$ cat src/rtl/rs_pkg.sv
`default_nettype none
// +----------------------------------------------------------------------+
// | Module      : rs_pkg                                                  |
// | Description : Shared types and constants for the result streamer.    |
// | Revision    : 1.0  initial release                                   |
// +----------------------------------------------------------------------+
package rs_pkg;

  localparam int unsigned IMG_W_DEF   = 128;
  localparam int unsigned IMG_H_DEF   = 128;
  localparam int unsigned PIX_CNT_DEF = IMG_W_DEF * IMG_H_DEF;

  localparam int unsigned ADDR_W = 14;
  localparam int unsigned DATA_W = 8;
  localparam int unsigned CSUM_W = 24;

  // Readout sequencer states
  typedef enum logic [1:0] {
    ST_IDLE  = 2'd0,
    ST_READ  = 2'd1,
    ST_DRAIN = 2'd2,
    ST_DONE  = 2'd3
  } rs_state_e;

  // One buffered pixel: value plus end-of-frame marker
  typedef struct packed {
    logic              last;
    logic [DATA_W-1:0] data;
  } rs_pix_t;

  // Number of pixels in a frame of the given geometry
  function automatic int unsigned pix_count(input int unsigned w, input int unsigned h);
    return w * h;
  endfunction

endpackage
`default_nettype wire

$ cat src/rtl/rs_skid_fifo.sv
`default_nettype none
// +----------------------------------------------------------------------+
// | Module      : rs_skid_fifo                                            |
// | Description : Two-entry FIFO holding pixel data plus last flag.      |
// |               Head is presented combinationally and only moves on a  |
// |               pop, so the output is stable while the sink stalls.    |
// | Revision    : 1.0  initial release                                   |
// +----------------------------------------------------------------------+
module rs_skid_fifo
  import rs_pkg::*;
(
  input  logic              clk,
  input  logic              reset,
  input  logic              push_i,
  input  logic [DATA_W-1:0] data_i,
  input  logic              last_i,
  input  logic              pop_i,
  output logic [DATA_W-1:0] data_o,
  output logic              last_o,
  output logic [1:0]        count_o
);

  rs_pix_t    mem_q [2];
  logic       wr_ptr_q, wr_ptr_d;
  logic       rd_ptr_q, rd_ptr_d;
  logic [1:0] count_q, count_d;
  logic       push_ok;
  logic       pop_ok;

  // Writes into a full FIFO and reads from an empty one are dropped
  assign push_ok = push_i && (count_q != 2'd2);
  assign pop_ok  = pop_i  && (count_q != 2'd0);

  assign data_o  = mem_q[rd_ptr_q].data;
  assign last_o  = mem_q[rd_ptr_q].last;
  assign count_o = count_q;

  // Pointer and occupancy next-state
  always_comb begin
    wr_ptr_d = wr_ptr_q ^ push_ok;
    rd_ptr_d = rd_ptr_q ^ pop_ok;
    count_d  = count_q;
    case ({push_ok, pop_ok})
      2'b10:   count_d = count_q + 2'd1;
      2'b01:   count_d = count_q - 2'd1;
      default: count_d = count_q;
    endcase
  end

  // Storage and pointer registers; storage cleared so the idle head reads 0
  always_ff @(posedge clk) begin
    if (reset) begin
      mem_q[0] <= '0;
      mem_q[1] <= '0;
      wr_ptr_q <= 1'b0;
      rd_ptr_q <= 1'b0;
      count_q  <= 2'd0;
    end else begin
      if (push_ok) begin
        mem_q[wr_ptr_q] <= {last_i, data_i};
      end
      wr_ptr_q <= wr_ptr_d;
      rd_ptr_q <= rd_ptr_d;
      count_q  <= count_d;
    end
  end

endmodule
`default_nettype wire

$ cat src/rtl/result_streamer.sv
`default_nettype none
// +----------------------------------------------------------------------+
// | Module      : result_streamer                                        |
// | Description : Reads a finished result image out of memory and        |
// |               streams it over a valid/ready interface, keeping a     |
// |               running checksum of the accepted pixels.               |
// | Revision    : 1.0  initial release                                   |
// +----------------------------------------------------------------------+
module result_streamer
  import rs_pkg::*;
#(
  parameter int unsigned IMG_W = IMG_W_DEF,
  parameter int unsigned IMG_H = IMG_H_DEF
) (
  input  logic              clk,
  input  logic              reset,
  input  logic              start,
  input  logic              eng_busy,
  output logic [ADDR_W-1:0] mem_addr,
  output logic              mem_ren,
  input  logic [DATA_W-1:0] mem_data,
  output logic              out_valid,
  input  logic              out_ready,
  output logic [DATA_W-1:0] out_data,
  output logic              out_last,
  output logic              busy,
  output logic              done,
  output logic [CSUM_W-1:0] checksum
);

  localparam int unsigned       NPIX      = pix_count(IMG_W, IMG_H);
  localparam logic [ADDR_W-1:0] LAST_ADDR = ADDR_W'(NPIX - 1);

  rs_state_e         state_q, state_d;
  logic [ADDR_W-1:0] addr_q, addr_d;
  logic [CSUM_W-1:0] csum_q, csum_d;
  logic              eng_busy_q;
  logic              inflight_q;
  logic              inflight_last_q;
  logic              ren_d;

  logic              trigger;
  logic              pop;
  logic [1:0]        fifo_count;
  logic [2:0]        pending;

  // A start pulse and an engine busy->idle edge collapse into one trigger
  assign trigger = start || (eng_busy_q && !eng_busy);

  assign out_valid = (fifo_count != 2'd0);
  assign pop       = out_valid && out_ready;

  // Pixels that will still be buffered after this cycle's pop; a new read
  // is only issued if it is guaranteed a FIFO slot when its data lands
  assign pending = {1'b0, fifo_count} + {2'b00, inflight_q} - {2'b00, pop};

  assign mem_ren  = ren_d;
  assign mem_addr = addr_q;
  assign busy     = (state_q == ST_READ) || (state_q == ST_DRAIN);
  assign done     = (state_q == ST_DONE);
  assign checksum = csum_q;

  rs_skid_fifo u_fifo (
    .clk     (clk),
    .reset   (reset),
    .push_i  (inflight_q),
    .data_i  (mem_data),
    .last_i  (inflight_last_q),
    .pop_i   (pop),
    .data_o  (out_data),
    .last_o  (out_last),
    .count_o (fifo_count)
  );

  // Next-state, read issue and checksum accumulation
  always_comb begin
    state_d = state_q;
    addr_d  = addr_q;
    csum_d  = csum_q;
    ren_d   = 1'b0;

    if (pop) begin
      csum_d = csum_q + {{(CSUM_W-DATA_W){1'b0}}, out_data};
    end

    case (state_q)
      ST_IDLE: begin
        if (trigger) begin
          state_d = ST_READ;
          addr_d  = '0;
          csum_d  = '0;
        end
      end
      ST_READ: begin
        if (pending < 3'd2) begin
          ren_d = 1'b1;
          if (addr_q == LAST_ADDR) begin
            state_d = ST_DRAIN;
          end else begin
            addr_d = addr_q + 1'b1;
          end
        end
      end
      ST_DRAIN: begin
        if (pop && out_last) begin
          state_d = ST_DONE;
        end
      end
      ST_DONE: begin
        state_d = ST_IDLE;
      end
      default: begin
        state_d = ST_IDLE;
      end
    endcase
  end

  // State, counters, edge detector and read-in-flight tracking
  always_ff @(posedge clk) begin
    if (reset) begin
      state_q         <= ST_IDLE;
      addr_q          <= '0;
      csum_q          <= '0;
      eng_busy_q      <= 1'b0;
      inflight_q      <= 1'b0;
      inflight_last_q <= 1'b0;
    end else begin
      state_q         <= state_d;
      addr_q          <= addr_d;
      csum_q          <= csum_d;
      eng_busy_q      <= eng_busy;
      inflight_q      <= ren_d;
      inflight_last_q <= ren_d && (addr_q == LAST_ADDR);
    end
  end

endmodule
`default_nettype wire

$ cat config.mk
export PLATFORM = sky130hd
export DESIGN_NAME = result_streamer
export DESIGN_NICKNAME = d
export VERILOG_FILES = /design/src/rtl/rs_pkg.sv /design/src/rtl/rs_skid_fifo.sv /design/src/rtl/result_streamer.sv
export SDC_FILE = /design/constraint.sdc
export NUM_CORES = 1
export LEC_CHECK = 0
export ABC_AREA = 1
export BUFFER_PORTS_ARGS = -buffer_cell sky130_fd_sc_hd__buf_2
export CAP_MARGIN = 0
export CORE_MARGIN = 2
export CORE_UTILIZATION = 40
export DETAILED_ROUTE_END_ITERATION = 8
export SKIP_LAST_GASP = 1
export SLEW_MARGIN = 10
export SYNTH_ARGS = -nofsm -noshare
export SYNTH_HDL_FRONTEND = slang
export SYNTH_HIERARCHICAL = 1
export SYNTH_SLANG_ARGS = --single-unit
$ cat constraint.sdc
create_clock -name clk -period 3.6 [get_ports clk]
set_input_delay 0 -clock clk [delete_from_list [all_inputs] [get_ports clk]]
set_output_delay 0 -clock clk [all_outputs]
set_load 0.02 [all_outputs]
==> metrics.yaml <==
wl_met1_um: 4480
crit_top_cell: "nand2_1"
period_share: 0.839
async_flop_share: 0
drtAntennaViolNets: 0
coreArea_mm2: 0.00973
final.setup_skew_ns: 0.0132
status: "complete, no violations"
pin_count: 64
dpl_worst_slack_ns: 0.573
die_area_mm2: 0.0108
wl_met2_um: 4450
ctsResizeCount: 0
rsz0062_at_grt: "false"
multi_input_area_mm2: 0.00215
synth_fp_nets: 613
start_util: 0.412
fin_crit_ns: 3.02
r2r-end: "mem_addr[3]$_SDFFE_PP0P_"
final_hold_viol_count: 0
dr_wl_met3_um: 471
worst_hold_path_type: "in -> reg"
grt_pass1_wl_um: 16500
drv_slew: 0
min_from: "mem_data[1]"
syn_area_mm2: 0.00400
worst_slew_pin_slew_ns: 0.531
cts_tree: "yes"
synth_area_leaders: "dfxtp_1 24%, nand2_1 17%, edfxtp_1 14%"
seq_area_frac_synth: 0.370
synth_edf_count: 18
track_usage: 0.183
wl_um: 9500
path_clk_slew_ns: 0.08
ys.flop_type: "dfxtp_1"
cts_buffers: 9
r2r-start: "u_fifo/count_o[1]$_SDFFE_PP0P_"
fmax_mhz: 331
grt_pass1_vias: 3585
hpwl_um: 7000
slowest_stage: "dfxtp_1"
row_count: 36
fin_area_mm2: 0.00467
drt_iter0_drc: 150
diodes: 0
die_h_um: 104
synth.top_cell.area_share: 0.235
cts.htree.levels: 3
grt_start_max_net_pins: 33
irDropWorstVdd_mv: 0.188
relSlewSlack: 0.645
tns_ns: 0
leakage_nw: 2.24
critical_path.startpoint: "u_fifo/count_o[1]$_SDFFE_PP0P_"
drc: 0
power_density_mw_per_mm2: 448
syn2layout_area_growth_pct: 16.7
clock-sinks: 65
ys_types: 40
drive_gt1_frac: 0.188
antenna_found_initial: 0
top_layer: "met4"
first_pass_iters: 4
cts_root_buffer: "clkbuf_8"
fillers: 1037
setup_viol: 0
whs_path_depth: 3
yosys.area.top_type: "dfxtp_1"
cp.required_ns: 3.84
critPathMaxFanout: 12
setup_slack_ns: 0.581
clkLatencyLatePin_ns: 0.34
synth-seq-cells: 65
synth_area_per_cell_um2: 6.88
worstPathBufferInverterCount: 4
hold_path_end: "u_fifo/mem_q[0][1]$_SDFFCE_PN0P_"
avgViaCountPerCell: 4.72
rrSetupSlack_ns: 0.58
ys_warn_count: 6
clockBufferDepth: 2
critPathTopFamily: "simple AND/OR/NAND/NOR gates"
critPathKind: "reg -> reg"
critPathCaptureType: "register"
vias: 3740
portBuffers: 63
whs_ns: 0.00655
max-cap-violations: 0
ff2ff_path_depth: 15
cp-start-kind: "register"
critical-path-max-stage-delay_ns: 0.51
register_area_mm2: 0.00148
crit_arrival_ns: 3.26
fin_nets: 686
routedWlPerCell_um: 12.0
place.gp.congestion: 0.897
grt_overflow: 0
path_cells: "inv_1 -> nand2_1 -> nand2_1 -> inv_1 -> ha_1 -> inv_1 -> nand2_1 -> fa_1 -> nand3_2 -> a21oi_4 -> inv_1 -> nor2_2 -> nand2_1 -> nand2_1 -> nor2_1"
postCtsSetupRepairBufs: 0
netlist_instances: 582
cts_hold_buf: 8
place_area_mm2: 0.00442
die_w_um: 104
synthesized netlist by cell type (all sizes together) (6+ instances only):
| cell | count |
|---|---|
| nor2 | 117 |
| buf | 8 |
| a21oi | 26 |
| nor3 | 7 |
| nand2 | 182 |
| dfxtp | 47 |
| nand3 | 38 |
| ha | 16 |
| inv | 73 |
| xor2 | 6 |
| edfxtp | 18 |
| nand4 | 14 |
| o21ai | 10 |
cells by family (layout without fill, tap and decap cells):
| group | Yosys count | count (layout) | synth area share |
|---|---|---|---|
| simple gates | 364 | 364 | 0.394 |
| buf+inv | 87 | 165 | 0.0922 |
| flops | 65 | 65 | 0.370 |
| compound gates | 41 | 41 | 0.0681 |
| fa+ha+maj | 18 | 18 | 0.0600 |
| xor+xnor | 7 | 7 | 0.0153 |
per-stage QoR:
step                      utilization  instances  total power [mW]
final                           0.480        793              2.09
after global routing            0.480        793              2.24
after CTS                       0.480        793              2.12
after detailed placement        0.454        769              1.56
after global placement          0.454        769              1.55
after floorplan                     -        582              1.42
layout make-up:
type	instances	area share
multi-input cells	430	0.461
flip-flops and latches	65	0.317
repair buffers	73	0.0879
inverters	76	0.0616
well taps	133	0.0356
clock buffers	9	0.0265
clock inverters	7	0.0102
routing by layer:
layer  global-route usage  vias to the layer above
met4               0.0569                        0
met2                0.307                       71
met3               0.0320                        9
met5                    0                        -
li1                     -                     1982
met1                0.239                     1678
cells in the final DEF, fill, tap and decap left out:
master / netlist / routed
nand2_4: 2 / 2
nand3_4: 1 / 1
buf_2: 2 / 63
a21oi_2: 11 / 11
nand4_1: 13 / 13
clkbuf_8: 0 / 9
nor2_4: 4 / 4
fa_1: 2 / 2
xnor2_1: 1 / 1
clkinv_4: 0 / 2
a21oi_1: 14 / 14
a21oi_4: 1 / 1
o21ai_2: 1 / 1
nand3b_1: 2 / 2
nand2_1: 176 / 176
clkinv_2: 2 / 5
dfxtp_1: 47 / 47
a31oi_1: 1 / 1
o21ai_0: 9 / 9
clkinvlp_4: 0 / 2
nand3_2: 2 / 2
nor4_1: 1 / 1
nand3_1: 35 / 35
ha_1: 16 / 16
nand4_2: 1 / 1
clkinv_1: 1 / 1
o211ai_1: 2 / 2
dlygate4sd3_1: 0 / 8
o21bai_1: 1 / 1
inv_2: 3 / 3
nor2_1: 105 / 105
buf_4: 1 / 2
xor2_1: 6 / 6
inv_1: 70 / 70
a21boi_0: 1 / 1
nor2_2: 8 / 8
edfxtp_1: 18 / 18
or2_2: 3 / 3
nor3_1: 7 / 7
nand2_2: 4 / 4
how the worst max path moves through the flow:
stage | to | slack [ns] | depth (start not counted)
after floorplan | mem_addr[9]$_SDFFE_PP0P_ | 0.60 | 17
after global placement | mem_addr[1]$_SDFFE_PP0P_ | 0.72 | 15
after detailed placement | mem_addr[1]$_SDFFE_PP0P_ | 0.57 | 15
after CTS | mem_addr[3]$_SDFFE_PP0P_ | 0.56 | 15
after global routing | mem_addr[3]$_SDFFE_PP0P_ | 0.18 | 15
final | mem_addr[3]$_SDFFE_PP0P_ | 0.58 | 15
tightest hold or removal path, delay by kind of cell:
kind | cells | cell delay (ns)
and+or+nand+nor | 1 | 0.10
buffers and inverters | 2 | 0.13
state kept, by name, indices dropped and copies added, names as in the netlist:
name and flops:
mem_addr 14, eng_busy_q 1, u_fifo/count_o 2, checksum 24
u_fifo/mem_q 18, u_fifo/rd_ptr_q 1, u_fifo/wr_ptr_q 1, inflight_q 1
state_q 2, inflight_last_q 1
report_power, final:
| part | leakage (nW) | total (mW) | switching (mW) | internal [mW] |
|---|---|---|---|---|
| sequential | 0.566 | 0.858 | 0.0510 | 0.807 |
| clock | 0.0850 | 0.542 | 0.295 | 0.248 |
| combinational | 1.58 | 0.690 | 0.478 | 0.211 |
Note: power is estimated with default switching activity, not from simulation.
